$ cat config.mk
export PLATFORM = sky130hd
export DESIGN_NAME = mem_access_unit_flat
export DESIGN_NICKNAME = d
export VERILOG_FILES = /design/src/rtl/mem_access_if.sv /design/src/rtl/mem_access_unit.sv /design/src/flat_wrapper.sv
export SDC_FILE = /design/constraint.sdc
export NUM_CORES = 1
export LEC_CHECK = 0
export BUFFER_PORTS_ARGS = -buffer_cell sky130_fd_sc_hd__buf_2
export CORE_UTILIZATION = 30
export CTS_CLUSTER_SIZE = 8
export DETAILED_ROUTE_END_ITERATION = 10
export HOLD_SLACK_MARGIN = 0.15
export PLACE_DENSITY = 0.58
export SLEW_MARGIN = 10
export SYNTH_ARGS = -nofsm -noshare
export SYNTH_HDL_FRONTEND = slang
export SYNTH_SLANG_ARGS = --single-unit
$ cat constraint.sdc
create_clock -name clk -period 8.77 [get_ports clk]
set_clock_uncertainty 0.1 [all_clocks]
set_input_delay 1.3155 -clock clk [delete_from_list [all_inputs] [get_ports clk]]
set_output_delay 1.3155 -clock clk [all_outputs]
set_load 0.01 [all_outputs]
$ cat src/rtl/mem_access_if.sv
// CPU-side request/response channel of the memory access unit.
// The unit is the slave; the CPU or bench is the master.
interface mem_access_if #(
  parameter int ADDRESS_SIZE = 11
);
  logic                    req_valid;
  logic                    req_ready;
  logic                    req_write;
  logic [1:0]              req_size;
  logic                    req_signed;
  logic [ADDRESS_SIZE-1:0] req_addr;
  logic [63:0]             req_wdata;
  logic                    resp_valid;
  logic                    resp_error;
  logic [63:0]             resp_rdata;

  modport master (
    output req_valid, req_write, req_size,
    output req_signed, req_addr, req_wdata,
    input  req_ready, resp_valid, resp_error,
    input  resp_rdata
  );

  modport slave (
    input  req_valid, req_write, req_size,
    input  req_signed, req_addr, req_wdata,
    output req_ready, resp_valid, resp_error,
    output resp_rdata
  );
endinterface

$ cat src/rtl/mem_access_unit.sv
// Sized load/store unit in front of a 64-bit big-endian RAM.
// Partial stores go through read-modify-write of the 8-byte window.
module mem_access_unit #(
  parameter int ADDRESS_SIZE = 11,
  parameter int MEM_DEPTH    = 2**ADDRESS_SIZE
) (
  input  logic                    clk,
  input  logic                    reset,
  mem_access_if.slave             cpu,
  output logic [ADDRESS_SIZE-1:0] ram_address,
  output logic                    ram_isReading,
  output logic [63:0]             ram_dataIn,
  input  logic [63:0]             ram_dataOut
);

  localparam logic [1:0] IDLE = 2'd0;
  localparam logic [1:0] RD   = 2'd1;
  localparam logic [1:0] WR   = 2'd2;
  localparam logic [1:0] RESP = 2'd3;

  localparam logic [1:0] SZ_B = 2'd0;
  localparam logic [1:0] SZ_H = 2'd1;
  localparam logic [1:0] SZ_W = 2'd2;
  localparam logic [1:0] SZ_D = 2'd3;

  localparam logic [31:0] LAST_OK = 32'(MEM_DEPTH - 8);

  logic [1:0]              state;
  logic [ADDRESS_SIZE-1:0] addr_q;
  logic [1:0]              size_q;
  logic                    write_q;
  logic                    signed_q;
  logic                    err_q;
  logic [63:0]             wdata_q;
  logic [63:0]             word_q;

  logic        accept;
  logic        bad_addr;
  logic [63:0] merged;
  logic [63:0] load_val;

  assign accept   = cpu.req_valid && cpu.req_ready;
  // Any access whose 8-byte window would run past the end is refused.
  assign bad_addr = 32'(cpu.req_addr) > LAST_OK;

  always_ff @(posedge clk or posedge reset) begin
    if (reset) begin
      state    <= IDLE;
      addr_q   <= '0;
      size_q   <= SZ_B;
      write_q  <= 1'b0;
      signed_q <= 1'b0;
      err_q    <= 1'b0;
      wdata_q  <= '0;
      word_q   <= '0;
    end else begin
      unique case (state)
        IDLE: begin
          if (accept) begin
            addr_q   <= cpu.req_addr;
            size_q   <= cpu.req_size;
            write_q  <= cpu.req_write;
            signed_q <= cpu.req_signed;
            wdata_q  <= cpu.req_wdata;
            err_q    <= bad_addr;
            if (bad_addr)
              state <= RESP;
            else if (cpu.req_write && cpu.req_size == SZ_D)
              state <= WR;
            else
              state <= RD;
          end
        end
        RD: begin
          word_q <= ram_dataOut;
          state  <= write_q ? WR : RESP;
        end
        WR:      state <= RESP;
        RESP:    state <= IDLE;
        default: state <= IDLE;
      endcase
    end
  end

  // Big-endian: the addressed field is the top N bytes of the window.
  always_comb begin
    merged = word_q;
    unique case (size_q)
      SZ_B:    merged[63:56] = wdata_q[7:0];
      SZ_H:    merged[63:48] = wdata_q[15:0];
      SZ_W:    merged[63:32] = wdata_q[31:0];
      default: merged        = wdata_q;
    endcase
  end

  always_comb begin
    load_val = word_q;
    unique case (size_q)
      SZ_B: load_val = {{56{signed_q & word_q[63]}},
                        word_q[63:56]};
      SZ_H: load_val = {{48{signed_q & word_q[63]}},
                        word_q[63:48]};
      SZ_W: load_val = {{32{signed_q & word_q[63]}},
                        word_q[63:32]};
      default: load_val = word_q;
    endcase
  end

  assign cpu.req_ready  = (state == IDLE);
  assign cpu.resp_valid = (state == RESP);
  assign cpu.resp_error = (state == RESP) && err_q;
  assign cpu.resp_rdata =
    (state == RESP && !err_q && !write_q) ? load_val : '0;

  assign ram_address   = addr_q;
  assign ram_isReading = (state != WR);
  assign ram_dataIn    = (state == WR) ? merged : '0;

endmodule

$ cat src/flat_wrapper.sv
// flat-port wrapper written by rule: the top's interface ports become plain ports
module mem_access_unit_flat 
#(
  parameter int ADDRESS_SIZE = 11,
  parameter int MEM_DEPTH    = 2**ADDRESS_SIZE
)
  (clk, reset, ram_address, ram_isReading, ram_dataIn, ram_dataOut, cpu_req_valid, cpu_req_write, cpu_req_size, cpu_req_signed, cpu_req_addr, cpu_req_wdata, cpu_req_ready, cpu_resp_valid, cpu_resp_error, cpu_resp_rdata);
  mem_access_if #(.ADDRESS_SIZE(ADDRESS_SIZE)) cpu_i ();
  input  logic clk;
  input  logic reset;
  output logic [ADDRESS_SIZE-1:0] ram_address;
  output logic ram_isReading;
  output logic [63:0] ram_dataIn;
  input  logic [63:0] ram_dataOut;
  input wire logic [$bits(cpu_i.req_valid)-1:0] cpu_req_valid;
  input wire logic [$bits(cpu_i.req_write)-1:0] cpu_req_write;
  input wire logic [$bits(cpu_i.req_size)-1:0] cpu_req_size;
  input wire logic [$bits(cpu_i.req_signed)-1:0] cpu_req_signed;
  input wire logic [$bits(cpu_i.req_addr)-1:0] cpu_req_addr;
  input wire logic [$bits(cpu_i.req_wdata)-1:0] cpu_req_wdata;
  output wire logic [$bits(cpu_i.req_ready)-1:0] cpu_req_ready;
  output wire logic [$bits(cpu_i.resp_valid)-1:0] cpu_resp_valid;
  output wire logic [$bits(cpu_i.resp_error)-1:0] cpu_resp_error;
  output wire logic [$bits(cpu_i.resp_rdata)-1:0] cpu_resp_rdata;
  assign cpu_i.req_valid = cpu_req_valid;
  assign cpu_i.req_write = cpu_req_write;
  assign cpu_i.req_size = cpu_req_size;
  assign cpu_i.req_signed = cpu_req_signed;
  assign cpu_i.req_addr = cpu_req_addr;
  assign cpu_i.req_wdata = cpu_req_wdata;
  assign cpu_req_ready = cpu_i.req_ready;
  assign cpu_resp_valid = cpu_i.resp_valid;
  assign cpu_resp_error = cpu_i.resp_error;
  assign cpu_resp_rdata = cpu_i.resp_rdata;
  mem_access_unit #(.ADDRESS_SIZE(ADDRESS_SIZE), .MEM_DEPTH(MEM_DEPTH)) u_core (.clk(clk), .reset(reset), .cpu(cpu_i), .ram_address(ram_address), .ram_isReading(ram_isReading), .ram_dataIn(ram_dataIn), .ram_dataOut(ram_dataOut));
endmodule
==> results.tsv <==
stage	metric	value	unit
clock_network	htree_levels	4	
floorplan	coreArea	26900	µm²
sta	finalCritPeriodShare	53.6	%
pwr	design_power_total	0.00424	W
pwr	power.leakage	4.94	nW
routing	vias	6640	
pwr	p_clk_share	18.1	%
grt	grt_pass1_vias	6745	
synth	synth_edf_count	0	
clock_network	clkLatencyLatePin	0.42	ns
synth	synthCells	695	
pwr	pwr-share-comb	45.4	%
run_status	status	finished clean	
synth	synthDistinctLibCells	38	
sta	tns	0	ns
routing	drtPass1Iterations	5	
clock_network	cts_tree	built	
floorplan	die_w	167	µm
place	gp_congestion	0.817	
sta	worst_pin_slew	1.12	ns
critical_path	cp-endpoint	ram_dataIn[1]	
synth	yosysSeqAreaShare	44.6	%
pwr	switching_share	42.8	%
synth	synth_top_area_share	44.6	%
place	hpwl	22300	µm
critical_path	r2r_setup_slack	6.09	ns
worst_hold_path	hold_class	flip-flop to flip-flop	
floorplan	rows	60	
worst_hold_path	hold_start	u_core.wdata_q[45]$_DFFE_PP0P_	
cells_and_area	drive_above_1_share	52.8	%
clock_network	clkSlewWorstSetupHoldPaths	0.07	ns
grt	grt_overflow_total	0	
pwr	pwr-share-seq	36.5	%
clock_network	ctsResizeCount	0	
critical_path	path_max_fanout	56	
synth	yosys-top-cells-count	dfrtp_1 (146), mux2_2 (143), nand2_1 (103)	
synth	synth.most_common_cell	dfrtp_1	
critical_path	critPathKind	flip-flop to output port	
critical_path	worst_ep_required_time	7.35	ns
synth	synthFlopType	dfrtp_1	
synth	avgSynthCellArea	11.8	µm²
clock_network	hold_buffers	0	
clock_network	post_cts_buffers	0	
pwr	powerDensity	411	nW/µm²
critical_path	path_cells	buf_4, and2_1, buf_4, nand2_1, a21oi_1, buf_2	
synth	syn_area	8190	µm²
sta	timing.final.ws_setup	4.07	ns
cells_and_area	fillers	2722	
place	port_buffers	288	
sta	rsz0062_at_grt	false	
synth	synthArstFlopShare	100	%
critical_path	critPathMaxStageDelay	0.72	ns
pwr	p_switching	0.00182	W
critical_path	critPathCaptureType	output port	
synth	syn_nets	845	
grt	grt_pass1_wl	44600	µm
routing	drc	0	
synth	ys_top_cells_by_area	dfrtp_1 (45%), mux2_2 (20%), mux4_2 (5.8%), nand2_1 (4.7%), a21oi_1 (3.0%)	
cells_and_area	area_delta_synth_final	26.2	%
sta	finalMaxSlewViolations	0	
floorplan	initial_core_util	30.5	%
grt	antenna_found_initial	4	
routing	final_antenna_net_count	0	
sta	fin_crit	4.70	ns
cells_and_area	layout.nets	1100	
cells_and_area	register_area	3660	µm²
worst_hold_path	min_path_cells	1	
critical_path	start_kind	flip-flop	
grt	grt_max_degree	83	
pwr	p_int	0.00243	W
sta	relSlewSlack	25.5	%
routing	drt_iter0_drc	417	
synth	ys_ff_latch	146	
routing	vias_per_cell	5.08	
sta	hold_violations	0	
critical_path	arrival	3.28	ns
synth	synth.largest_area_cell	dfrtp_1	
floorplan	die_h	167	µm
synth	yosys_warnings	0	
clock_network	cts_buffer_depth	2	
clock_network	cts_sinks	146	
critical_path	r2r-start	u_core.state[0]$_DFFE_PP0P_	
routing	avgRoutedWirePerCell	23.1	µm
pwr	vdd_drop_max	0.000166	V
cells_and_area	multi_input_area	4110	µm²
critical_path	reg2reg_depth	5	
critical_path	startpoint	u_core.size_q[1]$_DFFE_PP0P_	
sta	fmax	0.213	GHz
clock_network	cts_inserted_buffers	17	
sta	setup_viol	0	
floorplan	die-area	27900	µm²
run	max_cap_violations	0	
routing	wl	30200	µm
floorplan	num_io_pins	289	
critical_path	slowest_stage	dfrtp_4	
grt	grt_util_all_layers	22.0	%
clock_network	clock-root-buffer	clkbuf_16	
place	place_ws	4.50	ns
critical_path	r2r_end	u_core.state[1]$_DFFE_PP0P_	
critical_path	critPathMostFrequentCell	buf_4	
[logic make-up (layout without fill, tap and decap cells)]
family | after synthesis | in the layout | synth area share, %
other | 0 | 3 | 0
AOI/OAI and AO/OA | 128 | 128 | 11.1
muxes | 191 | 191 | 29.3
buffers and inverters | 65 | 333 | 5.41
DFF | 146 | 146 | 44.6
adders and majority gates | 4 | 4 | 0.611
and+or+nand+nor | 161 | 161 | 8.85
[per-layer routing]
layer	global-route usage, %	part of all wire, %	vias up
met3	5.65	6.5	44
li1	-	-	2998
met1	29.3	45	3332
met2	33.9	46	264
met4	9.05	3.1	2
met5	0	0.026	-
[cells in the final DEF (no fill, tap or decap), drive strengths merged, types with 2 or more instances in the layout]
master	n
o22ai	2
a211oi	18
bufinv	2
nand4	2
clkinv	3
mux4	24
nor2	19
a21o	16
o21ai	2
o21a	31
mux2i	24
clkbuf	18
clkinvlp	2
or3	2
a221oi	7
dfrtp	146
nand2	104
nor3	2
ha	4
buf	295
diode	3
a21oi	49
mux2	143
nor2b	10
inv	13
and2	18
[metrics by stage]
stage / hold WS (ns) / util (%) / cell area [µm²] / cells
after floorplan: 0.359 / - / 8190 / 695
after global placement: 0.382 / 36.2 / 9720 / 1272
after detailed placement: 0.390 / 36.2 / 9720 / 1272
after CTS: 0.405 / 38.4 / 10300 / 1304
after global routing: 0.415 / 38.4 / 10300 / 1306
final: 0.406 / 38.4 / 10300 / 1307
[sequential cells by signal, summed over array words and instances (netlist names)]
register            count
u_core.size_q           2
u_core.err_q            1
u_core.wdata_q         64
u_core.state            2
u_core.ram_address     11
u_core.signed_q         1
u_core.write_q          1
u_core.word_q          64
[power groups by stage]
stage               combinational, W  clock (W)  sequential [W]
detailed placement           0.00194          0         0.00156
floorplan                    0.00155          0         0.00124
finish                       0.00193   0.000767         0.00155
CTS                          0.00195   0.000787         0.00155
global route                 0.00210   0.000811         0.00159
global placement             0.00191          0         0.00156
[worst min path at each step]
stage	endpoint
final	u_core.wdata_q[45]$_DFFE_PP0P_
after global routing	u_core.wdata_q[32]$_DFFE_PP0P_
after CTS	u_core.wdata_q[56]$_DFFE_PP0P_
after detailed placement	u_core.wdata_q[56]$_DFFE_PP0P_
after global placement	u_core.wdata_q[50]$_DFFE_PP0P_
after floorplan	u_core.err_q$_DFFE_PP0P_
[cell type report]
class / instances / share of cell area (%)
sequential: 146 / 35.4
multi-input combinational: 484 / 39.8
timing repair buffer: 295 / 14.5
tap: 341 / 4.13
inverter: 6 / 0.266
clock buffer: 18 / 4.25
antenna: 3 / 0.0727
clock inverter: 14 / 1.61
[worst max-delay path, delay by kind of cell (launching register included)]
kind	cells	cell delay [ns]
and+or+nand+nor	2	0.63
DFF	1	0.72
AOI/OAI and AO/OA	1	0.22
buffers and inverters	3	1.20
Note: power is estimated with default switching activity, not from simulation.
